<file path="src/rtl/wb_collector_if.sv">
// wb_collector_if -- bundle of every handshake and data signal of the
// write-back collector, apart from clock and reset.
//
// Ports (slave = collector side):
//   ctrl_valid / ctrl_ready / ctrl_finish : layer start and layer done handshake
//   base_addr_i, row_stride_i             : layer base address and per-row region offset
//   wb_data_i, wb_valid_i, wb_finish_i    : per-row byte stream and end-of-layer pulse
//   guard_i, guard_valid_i                : per-row 6-bit guard stream
//   fm_wr_*                               : per-row packed 32-bit word write ports
//   guard_wr_*                            : per-row guard write ports
interface wb_collector_if #(
    parameter int ROW_NUM = 4,
    parameter int ADDR_W  = 12
);
    logic                        ctrl_valid;
    logic                        ctrl_ready;
    logic                        ctrl_finish;
    logic [ADDR_W-1:0]           base_addr_i;
    logic [ADDR_W-1:0]           row_stride_i;
    logic [ROW_NUM*8-1:0]        wb_data_i;
    logic [ROW_NUM-1:0]          wb_valid_i;
    logic [ROW_NUM-1:0]          wb_finish_i;
    logic [ROW_NUM*6-1:0]        guard_i;
    logic [ROW_NUM-1:0]          guard_valid_i;
    logic [ROW_NUM-1:0]          fm_wr_en_o;
    logic [ROW_NUM*ADDR_W-1:0]   fm_wr_addr_o;
    logic [ROW_NUM*32-1:0]       fm_wr_data_o;
    logic [ROW_NUM*4-1:0]        fm_wr_mask_o;
    logic [ROW_NUM-1:0]          guard_wr_en_o;
    logic [ROW_NUM*ADDR_W-1:0]   guard_wr_addr_o;
    logic [ROW_NUM*6-1:0]        guard_wr_data_o;

    // Producer / controller side
    modport master (
        output ctrl_valid, base_addr_i, row_stride_i,
               wb_data_i, wb_valid_i, wb_finish_i, guard_i, guard_valid_i,
        input  ctrl_ready, ctrl_finish,
               fm_wr_en_o, fm_wr_addr_o, fm_wr_data_o, fm_wr_mask_o,
               guard_wr_en_o, guard_wr_addr_o, guard_wr_data_o
    );

    // Collector side
    modport slave (
        input  ctrl_valid, base_addr_i, row_stride_i,
               wb_data_i, wb_valid_i, wb_finish_i, guard_i, guard_valid_i,
        output ctrl_ready, ctrl_finish,
               fm_wr_en_o, fm_wr_addr_o, fm_wr_data_o, fm_wr_mask_o,
               guard_wr_en_o, guard_wr_addr_o, guard_wr_data_o
    );
endinterface

</file>
<file path="src/rtl/wb_collector.sv">
// wb_collector -- gathers the per-row byte streams coming out of the PE matrix,
// packs them little-endian into 32-bit words and writes them to per-row
// regions of the feature-map buffer; guard values are written one-for-one to
// the guard buffer. Row r's region starts at base + r*stride (mod 2^ADDR_W).
//
// Ports:
//   clk   : single clock, rising edge
//   rst_n : asynchronous active-low reset
//   bus   : wb_collector_if.slave (handshake, streams and write ports)
module wb_collector #(
    parameter int ROW_NUM = 4,
    parameter int ADDR_W  = 12
) (
    input  logic           clk,
    input  logic           rst_n,
    wb_collector_if.slave  bus
);

    typedef enum logic [1:0] {IDLE, RUN, DONE} state_t;

    state_t                           state_q, state_d;
    logic [ADDR_W-1:0]                base_q, base_d;
    logic [ADDR_W-1:0]                stride_q, stride_d;
    logic [ROW_NUM-1:0]               done_q, done_d;
    logic [ROW_NUM-1:0][1:0]          pos_q, pos_d;
    logic [ROW_NUM-1:0][31:0]         pack_q, pack_d;
    logic [ROW_NUM-1:0][ADDR_W-1:0]   word_cnt_q, word_cnt_d;
    logic [ROW_NUM-1:0][ADDR_W-1:0]   guard_cnt_q, guard_cnt_d;

    logic [ROW_NUM-1:0]               fm_wr_en_q, fm_wr_en_d;
    logic [ROW_NUM-1:0][ADDR_W-1:0]   fm_wr_addr_q, fm_wr_addr_d;
    logic [ROW_NUM-1:0][31:0]         fm_wr_data_q, fm_wr_data_d;
    logic [ROW_NUM-1:0][3:0]          fm_wr_mask_q, fm_wr_mask_d;
    logic [ROW_NUM-1:0]               guard_wr_en_q, guard_wr_en_d;
    logic [ROW_NUM-1:0][ADDR_W-1:0]   guard_wr_addr_q, guard_wr_addr_d;
    logic [ROW_NUM-1:0][5:0]          guard_wr_data_q, guard_wr_data_d;

    logic [ROW_NUM-1:0][ADDR_W-1:0]   row_base;
    logic [ROW_NUM-1:0][31:0]         word_next;
    logic [ROW_NUM-1:0][2:0]          fill_next;

    // Start address of each row's region; the product is truncated to
    // ADDR_W so regions simply wrap around the buffer.
    always_comb begin
        row_base = '0;
        for (int r = 0; r < ROW_NUM; r++) begin
            row_base[r] = base_q + ADDR_W'(r) * stride_q;
        end
    end

    // Next-state logic: FSM plus the per-row packers. fill_next counts the
    // bytes held for the row including one accepted this cycle, so a finish
    // arriving together with a byte still sees that byte as pending.
    always_comb begin
        state_d         = state_q;
        base_d          = base_q;
        stride_d        = stride_q;
        done_d          = done_q;
        pos_d           = pos_q;
        pack_d          = pack_q;
        word_cnt_d      = word_cnt_q;
        guard_cnt_d     = guard_cnt_q;
        fm_wr_en_d      = '0;
        fm_wr_addr_d    = fm_wr_addr_q;
        fm_wr_data_d    = fm_wr_data_q;
        fm_wr_mask_d    = fm_wr_mask_q;
        guard_wr_en_d   = '0;
        guard_wr_addr_d = guard_wr_addr_q;
        guard_wr_data_d = guard_wr_data_q;
        word_next       = '0;
        fill_next       = '0;

        case (state_q)
            IDLE: begin
                if (bus.ctrl_valid) begin
                    base_d      = bus.base_addr_i;
                    stride_d    = bus.row_stride_i;
                    done_d      = '0;
                    pos_d       = '0;
                    pack_d      = '0;
                    word_cnt_d  = '0;
                    guard_cnt_d = '0;
                    state_d     = RUN;
                end
            end

            RUN: begin
                // done_q is only fully set once every row's final flush has
                // already been registered, so DONE never precedes a write.
                if (&done_q) begin
                    state_d = DONE;
                end
                for (int r = 0; r < ROW_NUM; r++) begin
                    word_next[r] = pack_q[r];
                    fill_next[r] = {1'b0, pos_q[r]};
                    if (!done_q[r]) begin
                        if (bus.wb_valid_i[r]) begin
                            word_next[r][{pos_q[r], 3'b000} +: 8] = bus.wb_data_i[8*r +: 8];
                            fill_next[r] = fill_next[r] + 3'd1;
                        end

                        if (fill_next[r] == 3'd4) begin
                            fm_wr_en_d[r]   = 1'b1;
                            fm_wr_addr_d[r] = row_base[r] + word_cnt_q[r];
                            fm_wr_data_d[r] = word_next[r];
                            fm_wr_mask_d[r] = 4'b1111;
                            word_cnt_d[r]   = word_cnt_q[r] + 1'b1;
                            pos_d[r]        = 2'd0;
                            pack_d[r]       = '0;
                        end else if (bus.wb_finish_i[r] && fill_next[r] != 3'd0) begin
                            // Partial flush: unused upper bytes are already
                            // zero because the packer is cleared per word.
                            fm_wr_en_d[r]   = 1'b1;
                            fm_wr_addr_d[r] = row_base[r] + word_cnt_q[r];
                            fm_wr_data_d[r] = word_next[r];
                            fm_wr_mask_d[r] = (4'b0001 << fill_next[r]) - 4'd1;
                            word_cnt_d[r]   = word_cnt_q[r] + 1'b1;
                            pos_d[r]        = 2'd0;
                            pack_d[r]       = '0;
                        end else begin
                            pos_d[r]  = fill_next[r][1:0];
                            pack_d[r] = word_next[r];
                        end

                        if (bus.wb_finish_i[r]) begin
                            done_d[r] = 1'b1;
                            pos_d[r]  = 2'd0;
                            pack_d[r] = '0;
                        end

                        if (bus.guard_valid_i[r]) begin
                            guard_wr_en_d[r]   = 1'b1;
                            guard_wr_addr_d[r] = row_base[r] + guard_cnt_q[r];
                            guard_wr_data_d[r] = bus.guard_i[6*r +: 6];
                            guard_cnt_d[r]     = guard_cnt_q[r] + 1'b1;
                        end
                    end
                end
            end

            DONE: begin
                state_d = IDLE;
            end

            default: begin
                state_d = IDLE;
            end
        endcase
    end

    // State and output registers; reset drops any partially packed word.
    always_ff @(posedge clk or negedge rst_n) begin
        if (!rst_n) begin
            state_q         <= IDLE;
            base_q          <= '0;
            stride_q        <= '0;
            done_q          <= '0;
            pos_q           <= '0;
            pack_q          <= '0;
            word_cnt_q      <= '0;
            guard_cnt_q     <= '0;
            fm_wr_en_q      <= '0;
            fm_wr_addr_q    <= '0;
            fm_wr_data_q    <= '0;
            fm_wr_mask_q    <= '0;
            guard_wr_en_q   <= '0;
            guard_wr_addr_q <= '0;
            guard_wr_data_q <= '0;
        end else begin
            state_q         <= state_d;
            base_q          <= base_d;
            stride_q        <= stride_d;
            done_q          <= done_d;
            pos_q           <= pos_d;
            pack_q          <= pack_d;
            word_cnt_q      <= word_cnt_d;
            guard_cnt_q     <= guard_cnt_d;
            fm_wr_en_q      <= fm_wr_en_d;
            fm_wr_addr_q    <= fm_wr_addr_d;
            fm_wr_data_q    <= fm_wr_data_d;
            fm_wr_mask_q    <= fm_wr_mask_d;
            guard_wr_en_q   <= guard_wr_en_d;
            guard_wr_addr_q <= guard_wr_addr_d;
            guard_wr_data_q <= guard_wr_data_d;
        end
    end

    assign bus.ctrl_ready      = (state_q == IDLE);
    assign bus.ctrl_finish     = (state_q == DONE);
    assign bus.fm_wr_en_o      = fm_wr_en_q;
    assign bus.fm_wr_addr_o    = fm_wr_addr_q;
    assign bus.fm_wr_data_o    = fm_wr_data_q;
    assign bus.fm_wr_mask_o    = fm_wr_mask_q;
    assign bus.guard_wr_en_o   = guard_wr_en_q;
    assign bus.guard_wr_addr_o = guard_wr_addr_q;
    assign bus.guard_wr_data_o = guard_wr_data_q;

endmodule

</file>
<file path="src/flat_wrapper.sv">
// flat-port wrapper written by rule: the top's interface ports become plain ports
module wb_collector_flat 
#(
    parameter int ROW_NUM = 4,
    parameter int ADDR_W  = 12
)
  (clk, rst_n, bus_ctrl_valid, bus_base_addr_i, bus_row_stride_i, bus_wb_data_i, bus_wb_valid_i, bus_wb_finish_i, bus_guard_i, bus_guard_valid_i, bus_ctrl_ready, bus_ctrl_finish, bus_fm_wr_en_o, bus_fm_wr_addr_o, bus_fm_wr_data_o, bus_fm_wr_mask_o, bus_guard_wr_en_o, bus_guard_wr_addr_o, bus_guard_wr_data_o);
  wb_collector_if #(.ROW_NUM(ROW_NUM), .ADDR_W(ADDR_W)) bus_i ();
  input  logic clk;
  input  logic rst_n;
  input wire logic [$bits(bus_i.ctrl_valid)-1:0] bus_ctrl_valid;
  input wire logic [$bits(bus_i.base_addr_i)-1:0] bus_base_addr_i;
  input wire logic [$bits(bus_i.row_stride_i)-1:0] bus_row_stride_i;
  input wire logic [$bits(bus_i.wb_data_i)-1:0] bus_wb_data_i;
  input wire logic [$bits(bus_i.wb_valid_i)-1:0] bus_wb_valid_i;
  input wire logic [$bits(bus_i.wb_finish_i)-1:0] bus_wb_finish_i;
  input wire logic [$bits(bus_i.guard_i)-1:0] bus_guard_i;
  input wire logic [$bits(bus_i.guard_valid_i)-1:0] bus_guard_valid_i;
  output wire logic [$bits(bus_i.ctrl_ready)-1:0] bus_ctrl_ready;
  output wire logic [$bits(bus_i.ctrl_finish)-1:0] bus_ctrl_finish;
  output wire logic [$bits(bus_i.fm_wr_en_o)-1:0] bus_fm_wr_en_o;
  output wire logic [$bits(bus_i.fm_wr_addr_o)-1:0] bus_fm_wr_addr_o;
  output wire logic [$bits(bus_i.fm_wr_data_o)-1:0] bus_fm_wr_data_o;
  output wire logic [$bits(bus_i.fm_wr_mask_o)-1:0] bus_fm_wr_mask_o;
  output wire logic [$bits(bus_i.guard_wr_en_o)-1:0] bus_guard_wr_en_o;
  output wire logic [$bits(bus_i.guard_wr_addr_o)-1:0] bus_guard_wr_addr_o;
  output wire logic [$bits(bus_i.guard_wr_data_o)-1:0] bus_guard_wr_data_o;
  assign bus_i.ctrl_valid = bus_ctrl_valid;
  assign bus_i.base_addr_i = bus_base_addr_i;
  assign bus_i.row_stride_i = bus_row_stride_i;
  assign bus_i.wb_data_i = bus_wb_data_i;
  assign bus_i.wb_valid_i = bus_wb_valid_i;
  assign bus_i.wb_finish_i = bus_wb_finish_i;
  assign bus_i.guard_i = bus_guard_i;
  assign bus_i.guard_valid_i = bus_guard_valid_i;
  assign bus_ctrl_ready = bus_i.ctrl_ready;
  assign bus_ctrl_finish = bus_i.ctrl_finish;
  assign bus_fm_wr_en_o = bus_i.fm_wr_en_o;
  assign bus_fm_wr_addr_o = bus_i.fm_wr_addr_o;
  assign bus_fm_wr_data_o = bus_i.fm_wr_data_o;
  assign bus_fm_wr_mask_o = bus_i.fm_wr_mask_o;
  assign bus_guard_wr_en_o = bus_i.guard_wr_en_o;
  assign bus_guard_wr_addr_o = bus_i.guard_wr_addr_o;
  assign bus_guard_wr_data_o = bus_i.guard_wr_data_o;
  wb_collector #(.ROW_NUM(ROW_NUM), .ADDR_W(ADDR_W)) u_core (.clk(clk), .rst_n(rst_n), .bus(bus_i));
endmodule
</file>
<file path="config.mk">
export PLATFORM = sky130hd
export DESIGN_NAME = wb_collector_flat
export DESIGN_NICKNAME = d
export VERILOG_FILES = /design/src/rtl/wb_collector_if.sv /design/src/rtl/wb_collector.sv /design/src/flat_wrapper.sv
export SDC_FILE = /design/constraint.sdc
export NUM_CORES = 1
export LEC_CHECK = 0
export BUFFER_PORTS_ARGS = -buffer_cell sky130_fd_sc_hd__buf_2
export CORE_ASPECT_RATIO = 0.6
export CORE_MARGIN = 2
export CORE_UTILIZATION = 35
export CTS_BUF_LIST = sky130_fd_sc_hd__clkbuf_8
export DETAILED_ROUTE_END_ITERATION = 6
export SETUP_SLACK_MARGIN = 0.05
export SLEW_MARGIN = 20
export SYNTH_ARGS = -nofsm -noshare
export SYNTH_HDL_FRONTEND = slang
export SYNTH_SLANG_ARGS = --single-unit
export TNS_END_PERCENT = 100
</file>
<file path="constraint.sdc">
create_clock -name clk -period 5.34 [get_ports clk]
set_input_delay 0.534 -clock clk [delete_from_list [all_inputs] [get_ports clk]]
set_output_delay 0.534 -clock clk [all_outputs]
set_load 0.05 [all_outputs]
</file>
# After elaboration in Yosys (flattened, before gate mapping)
# Index checks and enable logic that the tools add are counted.
[word_totals] ff_bits=534 out_inout_bits=274
[op_classes] n_addsub=31 multipliers=1 eq_ne=20 shifts=12 mux=138 bitwise=4 reduce_logical=38
[ops] op="32-bit two-way mux" n=28
[ops] op="12-bit two-way mux" n=28
[ops] op="128-bit case mux with 2 select lines" n=1
[ops] op="48-bit case mux with 2 select lines" n=2
[ops] op="12-bit adder" n=11
[ops] op="32-bit bitwise mux" n=4
[ops] op="128-bit two-way mux" n=1
[ops] op="8-bit by 7-bit variable shift with 32-bit output (first input constant)" n=4
[ops] op="8-bit by 7-bit indexed part select with 32-bit output" n=4
[ops] op="12-bit by 1-bit adder with 12-bit output (second input constant)" n=8
[ops] op="48-bit two-way mux" n=1
[ops] op="4-bit two-way mux" n=11
[ops] op="2-bit two-way mux" n=18
[ops] op="3-bit two-way mux" n=12
[ops] op="3-bit AND reduction" n=12
[ops] op="4-bit AND reduction" n=9
[ops] op="1-bit two-way mux" n=28
[ops] op="5-bit negator with 7-bit output" n=4
[ops] op="2-bit inequality test (second input constant)" n=9
[ops] op="8-bit case mux with 2 select lines" n=1
[ops] op="1-bit by 3-bit left shift with 4-bit output (first input constant)" n=4
[ops] op="4-bit by 1-bit subtractor with 4-bit output (second input constant)" n=4
[ops] op="2-bit by 1-bit adder with 3-bit output (second input constant)" n=4
[ops] op="3-bit equality test (second input constant)" n=4
[ops] op="14 further kinds" n=32

# Logic depth before layout (Yosys ltp)
# Gate-level depths: netlist of run 1.
[depth] depth_word=11 depth_mapped=16

# Least setup slack after synthesis of run 1
# Ideal clock, no wire load.
[synth_path] kind="register to register" start="register u_core.stride_q[1]" end="register u_core.guard_wr_addr_q (netlist bit u_core.bus.guard_wr_addr_o[47])" setup_ns=0.069 arrival_time_ns=3.766 path_slack_ns=1.505 stages_incl_launch_ff=15 n_path_buf=0 synth_period_minus_slack_ns=3.835 path_cell_list="dfrtp_1 fa_1 ha_1 a21o_1 a21oi_1 o21bai_1 a21oi_1 o21ai_0 o311ai_0 ha_1 a21oi_1 o21ai_0 or3_1 a211o_1 nand3_1"
[synth_via] elab_chain_cells=3
[synth_rtl] item="start: declaration" line_no="wb_collector.sv:23" text="logic [ADDR_W-1:0] stride_q, stride_d;"
[synth_rtl] item="start signal: assignment" line_no="wb_collector.sv:172" text="stride_q <= stride_d;"
[synth_rtl] item="2-bit by 12-bit multiplier with 12-bit output" line_no="wb_collector.sv:47" text="row_base[r] = base_q + ADDR_W'(r) * stride_q;"
[synth_rtl] item="12-bit adder" line_no="wb_collector.sv:47"
[synth_rtl] item="12-bit adder" line_no="wb_collector.sv:133" text="guard_wr_addr_d[r] = row_base[r] + guard_cnt_q[r];"
[synth_rtl] item="end signal: assignment" line_no="wb_collector.sv:183" text="guard_wr_addr_q <= guard_wr_addr_d;"
[synth_rtl] item="end: declaration" line_no="wb_collector.sv:35" text="logic [ROW_NUM-1:0][ADDR_W-1:0] guard_wr_addr_q, guard_wr_addr_d;"
# No other way between the ends.
# A chain may end at the register's enable or synchronous reset.

# Final worst setup path of run 1
# Ends and elaborated chain as after synthesis.

==> results of run 1 <==
[critical path, stage by stage, from the launching register on]
cell and delay, ns:
dfrtp_1 0.50, fa_1 0.62, ha_1 0.23, a21o_1 0.17, a21oi_1 0.25, o21bai_1 0.09, a21oi_1 0.20, o21ai_0 0.20
xor2_1 0.40, ha_1 0.37, a21oi_1 0.22, o21ai_0 0.14, or3_1 0.38, a211o_1 0.30, nand3_1 0.07
[state kept, by name (all words and copies together) (netlist names)]
name                        count
u_core.bus.fm_wr_data_o       128
u_core.pack_q                 128
u_core.bus.fm_wr_addr_o        48
u_core.bus.guard_wr_addr_o     48
u_core.guard_cnt_q             48
u_core.word_cnt_q              48
u_core.bus.guard_wr_data_o     24
u_core.bus.fm_wr_mask_o        16
u_core.base_q                  12
u_core.stride_q                12
u_core.pos_q                    8
u_core.bus.fm_wr_en_o           4
u_core.bus.guard_wr_en_o        4
u_core.done_q                   4
u_core.state_q                  2
[metal layers]
layer / wire [um] / global-route usage, % / vias up
met1: 40700 / 31.1 / 10900
li1: - / - / 10700
met5: 13 / 0 / -
met2: 32900 / 26.7 / 665
met3: 5940 / 5.66 / 126
met4: 1820 / 5.34 / 2
[what timing repair did]
action,4_1_cts,5_1_grt
hold buffers,48,0
buffers inserted,0,0
hold endpoints to repair,131,0
[placed cells by master (no fill, tap or decap), types with 48 or more instances in the layout]
master,synthesis,layout
a21oi_1,92,92
a221oi_1,131,131
a22o_1,100,100
buf_2,39,367
clkbuf_8,0,106
dfrtp_1,534,534
dlygate4sd3_1,0,48
ha_1,151,151
inv_1,71,92
nand2_1,362,362
nand3_1,69,69
nor2_1,415,415
o21ai_0,142,142
xnor2_1,70,70
xor2_1,97,97
[area by class of cell]
cell class | count | area [um^2] | share of cell area, %
Antenna cell | 5 | 12.5 | 0.0382
Inverter | 75 | 283 | 0.863
Tap cell | 1053 | 1320 | 4.02
Sequential cell | 534 | 13400 | 40.8
Multi-Input combinational cell | 2056 | 13300 | 40.5
Clock buffer | 106 | 1460 | 4.45
Clock inverter | 54 | 495 | 1.51
Timing Repair Buffer | 441 | 2560 | 7.80
[cells in the mapped netlist (all sizes together), types with 6 or more instances]
cell,count,area [um^2]
and2,13,81.3
nor3,28,140
nor2,416,1560
nor4,13,131
a31oi,13,81.3
o31ai,14,105
a21oi,94,478
a211oi,12,113
o21a,18,135
clkbuf,64,240
xor2,97,850
or4,6,45.0
o21ai,153,769
a22o,100,876
xnor2,71,629
ha,151,1890
nor2b,37,231
dfrtp,534,13400
nand2b,17,114
nand4,34,228
or3,19,119
nand3,69,345
fa,21,420
a221oi,131,1150
buf,47,236
a21boi,6,45.1
a211o,7,61.3
and3,25,156
inv,74,278
a21o,33,248
o41ai,7,68.8
o21bai,17,128
nand2,363,1370
[logic make-up (layout without fill, tap and decap cells)]
family	after synthesis	in the layout	synth area share [%]
and+or+nand+nor	1059	1059	17.2
AOI/OAI and AO/OA	648	648	17.0
DFF	534	534	48.8
buffers and inverters	186	676	2.77
adders and majority gates	172	172	8.43
xor gates and xnor gates	170	170	5.57
muxes	7	7	0.265
other	0	5	0
[path summary, 6_finish.rpt]
path,start,endpoint,cells past startpoint
max in group asynchronous,rst_n,u_core.bus.fm_wr_data_o[40]$_DFFE_PN0P_,3
min reg2reg,u_core.bus.fm_wr_mask_o[4]$_DFFE_PN0P_,u_core.bus.fm_wr_mask_o[4]$_DFFE_PN0P_,1
min,bus_base_addr_i[1],u_core.base_q[1]$_DFFE_PN0P_,3
min in group asynchronous,rst_n,u_core.bus.guard_wr_data_o[10]$_DFFE_PN0P_,2
max reg2reg,u_core.stride_q[1]$_DFFE_PN0P_,u_core.bus.guard_wr_addr_o[47]$_DFFE_PN0P_,14
max,u_core.stride_q[1]$_DFFE_PN0P_,u_core.bus.guard_wr_addr_o[47]$_DFFE_PN0P_,14
[metrics by stage]
step / setup WS (ns) / cells / hold slack, ns / utilization, %
final: 1.13 / 4324 / 0.130 / 42.3
after global routing: 0.789 / 4322 / 0.0477 / 42.3
after CTS: 1.13 / 4319 / 0.0249 / 42.3
after detailed placement: 1.17 / 4111 / 0.449 / 39.1
after global placement: 1.14 / 4111 / 0.448 / 39.1
after floorplan: 1.50 / 2776 / 0.238 / -
==> out/results.ini, run 1 <==
[outcome]
status = complete, no violations

[cells_and_area]
fillCellCount = 7639
syn2layout_area_growth_pct = 19.7
layout-drive-gt1-share_pct = 17.6
fin_area_um2 = 32800
nNetsFinal = 3464

[grt]
grt_overflow = 0
grt_pass1_vias = 21100
grt_use_total_pct = 20.0
grt_max_degree = 139
antenna_found_initial = 5
grt_pass1_wl_um = 125000

[setup_path]
critPathKind = flop to flop
r2r_slack_ns = 1.13
worst_ep_required_time_ns = 6.01
critPathArrivalTime_ns = 4.88
cp-start-kind = flop
endpoint_kind = flop
path_max_fanout = 6

[job]
maxCapViolations = 0

[sta]
final-hold-violation-count = 0
rsz0062_at_grt = no
max-slew-margin-rel_pct = 33.5
tns_ns = 0
period_share_pct = 78.9
setup_viol = 0
fin_crit_ns = 4.21
worstMarginPinSlew_ns = 0.998
maxSlewViolCount = 0
fin_skew_ns = 0.0316
fmax_mhz = 237

[clocking]
cts_resized = 0
clockRootBuffer = clkbuf_8
clkSinkCount = 534
clock_latency_ns = 0.74
cts_tree = yes
cts_buffer_depth = 3
clk_pin_slew_worst_paths_ns = 0.07
cts_buffers = 89
cts_max_level = 3

[detailed_routing]
drc = 0
drtPass1Iterations = 6
wl_um = 81400
antenna_left = 0
vias = 22400
post_drt_via_cell_ratio = 5.18
drt_iter0_markers = 1583
routedWlPerCell_um = 18.8

[synth]
synth-edff-count = 0
yosysSeqAreaShare_pct = 48.8
async_flop_share_pct = 100
ys_ff_latch = 534
syn_inst = 2776
synth_warnings = 0
synth_cell_types = 83
syn-num-nets = 3043
avgSynthCellArea_um2 = 9.87
ys.flop_type = dfrtp_1
netlist_area_um2 = 27400

[placement]
dpl.hpwl_um = 57400
port_buffers = 368
gp_congestion = 0.872
post_dp_cell_area_um2 = 30300

[floorplanning]
ios = 369
initial_core_util_pct = 35.3
core-area_um2 = 77500
rows = 79
die_w_um = 365
die_y_um = 221
dieArea_um2 = 80600

[hold_path]
hold_path_class = input port to flop

Power of run 1 is left out: the tool's default activity adds up to more than one toggle a clock period on the data nets, which glitch-free logic cannot reach.
==> inputs of run 2 (changes only) <==
--- a/config.mk
+++ b/config.mk
@@ -5,6 +5,7 @@
 export SDC_FILE = /design/constraint.sdc
 export NUM_CORES = 1
 export LEC_CHECK = 0
+export ABC_AREA = 1
 export BUFFER_PORTS_ARGS = -buffer_cell sky130_fd_sc_hd__buf_2
 export CORE_ASPECT_RATIO = 0.6
 export CORE_MARGIN = 2
==> constraint.sdc (replaced) <==
create_clock -name clk -period 4 [get_ports clk]
set_input_delay 0.4 -clock clk [delete_from_list [all_inputs] [get_ports clk]]
set_output_delay 0.4 -clock clk [all_outputs]
set_load 0.05 [all_outputs]
==> run 2 against run 1 <==
Compared with the run above: non-clock buffer count rose by 38; critical path type unchanged; fmax rose by 14%; clock skew fell by 0.013 ns; design area rose by 5.5%; global-route usage rose by 0.81 points; sequential share of layout area fell by 2.1 points; highest routed layer is now met4; utilization barely moved.
==> out/results.ini, run 2 <==
[outcome]
status = complete, no violations  ; unchanged

[cells_and_area]
final_cell_mix = nand2_1 (839), dfrtp_1 (534), inv_1 (526)  ; was dfrtp_1 (534), nor2_1 (415), buf_2 (367)
multiInputGateArea_um2 = 13200  ; was 13,300 um^2
layout-drive-gt1-share_pct = 15.2  ; was 17.6%
syn2layout_area_growth_pct = 19.3  ; was 19.7%
final_common_cell = nand2_1  ; was dfrtp_1
fin_area_um2 = 34600  ; was 32,800 um^2
regArea_um2 = 13400  ; unchanged
nNetsFinal = 4261  ; was 3,464
fillCellCount = 8250  ; was 7,639

[synth]
synth.most_common_cell = nand2_1  ; was dfrtp_1
netlist_area_um2 = 29000  ; was 27,400 um^2
avgSynthCellArea_um2 = 8.22  ; was 9.87 um^2
yosysSeqAreaShare_pct = 46.1  ; was 48.8%
synth_warnings = 0  ; unchanged
syn_inst = 3530  ; was 2,776
synth_area_leaders = dfrtp_1 (46%), nand2_1 (11%), inv_1 (6.5%)  ; was dfrtp_1 (49%), ha_1 (6.9%), nor2_1 (5.7%)
ys.flop_type = dfrtp_1  ; unchanged
ys_ff_latch = 534  ; unchanged
async_flop_share_pct = 100  ; unchanged
syn-num-nets = 3797  ; was 3,043
synth_cell_types = 49  ; was 83
synth_top_cell_area_share_pct = 46.1  ; was 48.8%
synth-edff-count = 0  ; unchanged
netlist_top_cells_count = nand2_1 (839), dfrtp_1 (534), inv_1 (504)  ; was dfrtp_1 (534), nor2_1 (415), nand2_1 (362)
yosys.area.top_type = dfrtp_1  ; unchanged

[floorplanning]
initial_core_util_pct = 35.5  ; was 35.3%
rows = 81  ; was 79
die_y_um = 227  ; was 221 um
dieArea_um2 = 85300  ; was 80,600 um^2
die_w_um = 376  ; was 365 um
ios = 369  ; unchanged
core-area_um2 = 81800  ; was 77,500 um^2

[detailed_routing]
post_drt_via_cell_ratio = 4.96  ; was 5.18
antenna_left = 0  ; unchanged
wl_um = 89600  ; was 81,400 um
drt_iter0_markers = 2095  ; was 1,583
drtPass1Iterations = 7  ; was 6
routedWlPerCell_um = 17.4  ; was 18.8 um
drc = 0  ; unchanged
vias = 25500  ; was 22,400

[setup_path]
worst_ep_required_time_ns = 4.63  ; was 6.01 ns
r2r-end = u_core.bus.fm_wr_addr_o[47]$_DFFE_PN0P_  ; was u_core.bus.guard_wr_addr_o[47]$_DFFE_PN0P_
r2r_cells = 17  ; was 14
r2r_slack_ns = 0.31  ; was 1.13 ns
reg2reg_from = u_core.stride_q[4]$_DFFE_PN0P_  ; was u_core.stride_q[1]$_DFFE_PN0P_
critPathArrivalTime_ns = 4.32  ; was 4.88 ns
endpoint_kind = flop  ; unchanged
critPathKind = flop to flop  ; unchanged
path_max_fanout = 6  ; unchanged
cp-start-kind = flop  ; unchanged

[power_and_ir_drop]
powerDensity_nw_per_um2 = 917
intPower_w = 0.0149
ir_drop_uv = 429
pwr-share-seq_pct = 24.1
clkPwrFrac_pct = 16.2
switchingPower_w = 0.0168
p_comb_share_pct = 59.8
swShare_pct = 53.0
leakagePower_nw = 17.0

[clocking]
cts_max_level = 3  ; unchanged
clkSinkCount = 534  ; unchanged
cts_buffer_depth = 3  ; unchanged
cts_tree = yes  ; unchanged
clk_pin_slew_worst_paths_ns = 0.06  ; was 0.07 ns
clock_latency_ns = 0.74  ; about the same
postCtsSetupRepairBufs = 0  ; unchanged
cts_buffers = 89  ; unchanged
clockRootBuffer = clkbuf_8  ; unchanged

[placement]
gp_congestion = 0.925  ; was 0.872
port_buffers = 368  ; unchanged
dpl.hpwl_um = 66000  ; was 57,400 um
post_dp_cell_area_um2 = 32100  ; was 30,300 um^2

[hold_path]
holdPathEnd = u_core.pack_q[64]$_DFFE_PN0P_  ; was u_core.base_q[1]$_DFFE_PN0P_
holdPathStages = 5  ; was 3
hold_start = bus_wb_data_i[16]  ; was bus_base_addr_i[1]
hold_path_class = input port to flop  ; unchanged

[sta]
tns_ns = 0  ; unchanged
fin_crit_ns = 3.69  ; was 4.21 ns
maxSlewViolCount = 0  ; unchanged
fmax_mhz = 271  ; was 237 MHz
final-hold-violation-count = 0  ; unchanged
setup_viol = 0  ; unchanged
rsz0062_at_grt = no  ; unchanged
worstMarginPinSlew_ns = 0.951  ; was 0.998 ns
period_share_pct = 92.3  ; was 78.9%
fin_skew_ns = 0.0182  ; was 0.0316 ns
max-slew-margin-rel_pct = 36.6  ; was 33.5%

[grt]
grt_pass1_vias = 23800  ; was 21,100
antenna_found_initial = 1  ; was 5
grt_max_degree = 104  ; was 139
grt_overflow = 0  ; unchanged
grt_use_total_pct = 20.8  ; was 20.0%
grt_pass1_wl_um = 139000  ; was 125,000 um

[job]
maxCapViolations = 0  ; unchanged

## run 2: changes by cell type after synthesis, moves of 100 or more
cell      before  now
inv_1         71  504
o21ai_0      142  253
nand2_1      362  839
nand3_1       69  182
nor2_1       415  178
a22o_1       100    0
a221oi_1     131    0
o22ai_1        0  260
## run 2: how the worst max path moves through the flow
stage | startpoint | end | slack (ns) | depth (start not counted)
final | u_core.stride_q[4]$_DFFE_PN0P_ | u_core.bus.fm_wr_addr_o[47]$_DFFE_PN0P_ | 0.31 | 17
after global routing | u_core.stride_q[0]$_DFFE_PN0P_ | u_core.bus.fm_wr_addr_o[46]$_DFFE_PN0P_ | 0.07 | 13
after CTS | u_core.stride_q[4]$_DFFE_PN0P_ | u_core.bus.fm_wr_addr_o[47]$_DFFE_PN0P_ | 0.25 | 17
after detailed placement | u_core.stride_q[4]$_DFFE_PN0P_ | u_core.bus.guard_wr_addr_o[47]$_DFFE_PN0P_ | 0.33 | 17
after global placement | u_core.stride_q[4]$_DFFE_PN0P_ | u_core.bus.fm_wr_addr_o[47]$_DFFE_PN0P_ | 0.35 | 17
after floorplan | u_core.stride_q[1]$_DFFE_PN0P_ | u_core.bus.guard_wr_addr_o[46]$_DFFE_PN0P_ | 0.78 | 14
## run 2: layout make-up
class                   count  share of cell area, %
flip-flops and latches    534                   38.6
multi-input cells        2369                   38.1
repair buffers            479                   8.46
inverters                 521                   5.65
clock buffers             109                   4.34
well taps                1079                   3.90
clock inverters            50                  0.930
diodes                      1                0.00724
## run 2: routing by layer
layer  global-route usage (%)  up-vias  part of all wire, %
met5                        0        -                    0
met4                     5.19        0                  2.0
met3                     5.30      122                  7.1
met2                     29.2      752                   41
met1                     31.7    12000                   50
li1                         -    12600                    -
## run 2: logic make-up (layout without fill, tap and decap cells)
group,count (synthesis),in the layout,synth area share [%]
compound gates,739,739,14.5
xor+xnor,107,107,3.23
fa+ha+maj,172,172,7.96
buf+inv,627,1159,8.59
flops,534,534,46.1
mux,2,2,0.0777
other cells,0,1,0
simple gates,1349,1349,19.5
## run 2: power by group through the flow
stage               clock (W)  sequential [W]  combinational [W]
global placement            0         0.00769             0.0187
floorplan                   0          0.0100             0.0109
CTS                   0.00531         0.00762             0.0189
detailed placement          0         0.00770             0.0188
global route          0.00555         0.00779             0.0210
finish                0.00512         0.00763             0.0189
## run 2: timing repair
item / in CTS / in global routing
gates resized for setup: 0 / 3
hold buffers: 61 / 0
endpoints found under the hold margin: 157 / 0
setup endpoints to repair: 0 / 3
## run 2: critical path, stage by stage (launching register included)
cell	delay, ns
dfrtp_1	0.51
fa_1	0.47
ha_1	0.42
inv_1	0.08
nor3_2	0.21
a21oi_1	0.13
o21ai_0	0.21
xnor2_1	0.16
inv_1	0.12
ha_1	0.35
a21oi_1	0.26
nor2_1	0.08
a211oi_1	0.17
nand3_1	0.15
inv_1	0.09
nand2_1	0.05
nand3_1	0.06
nand2_1	0.06
## run 2: stage by stage
stage	utilization (%)	hold WS [ns]	std cells	total power, W	setup slack, ns
floorplan	-	0.104	3530	0.0209	0.777
detailed placement	39.3	0.446	4921	0.0265	0.333
finish	42.3	0.0838	5142	0.0317	0.309
CTS	42.3	0.00119	5141	0.0318	0.254
global placement	39.3	0.450	4921	0.0264	0.347
global route	42.3	0.0482	5142	0.0343	0.0683
Note: power is estimated with default switching activity, not from simulation.
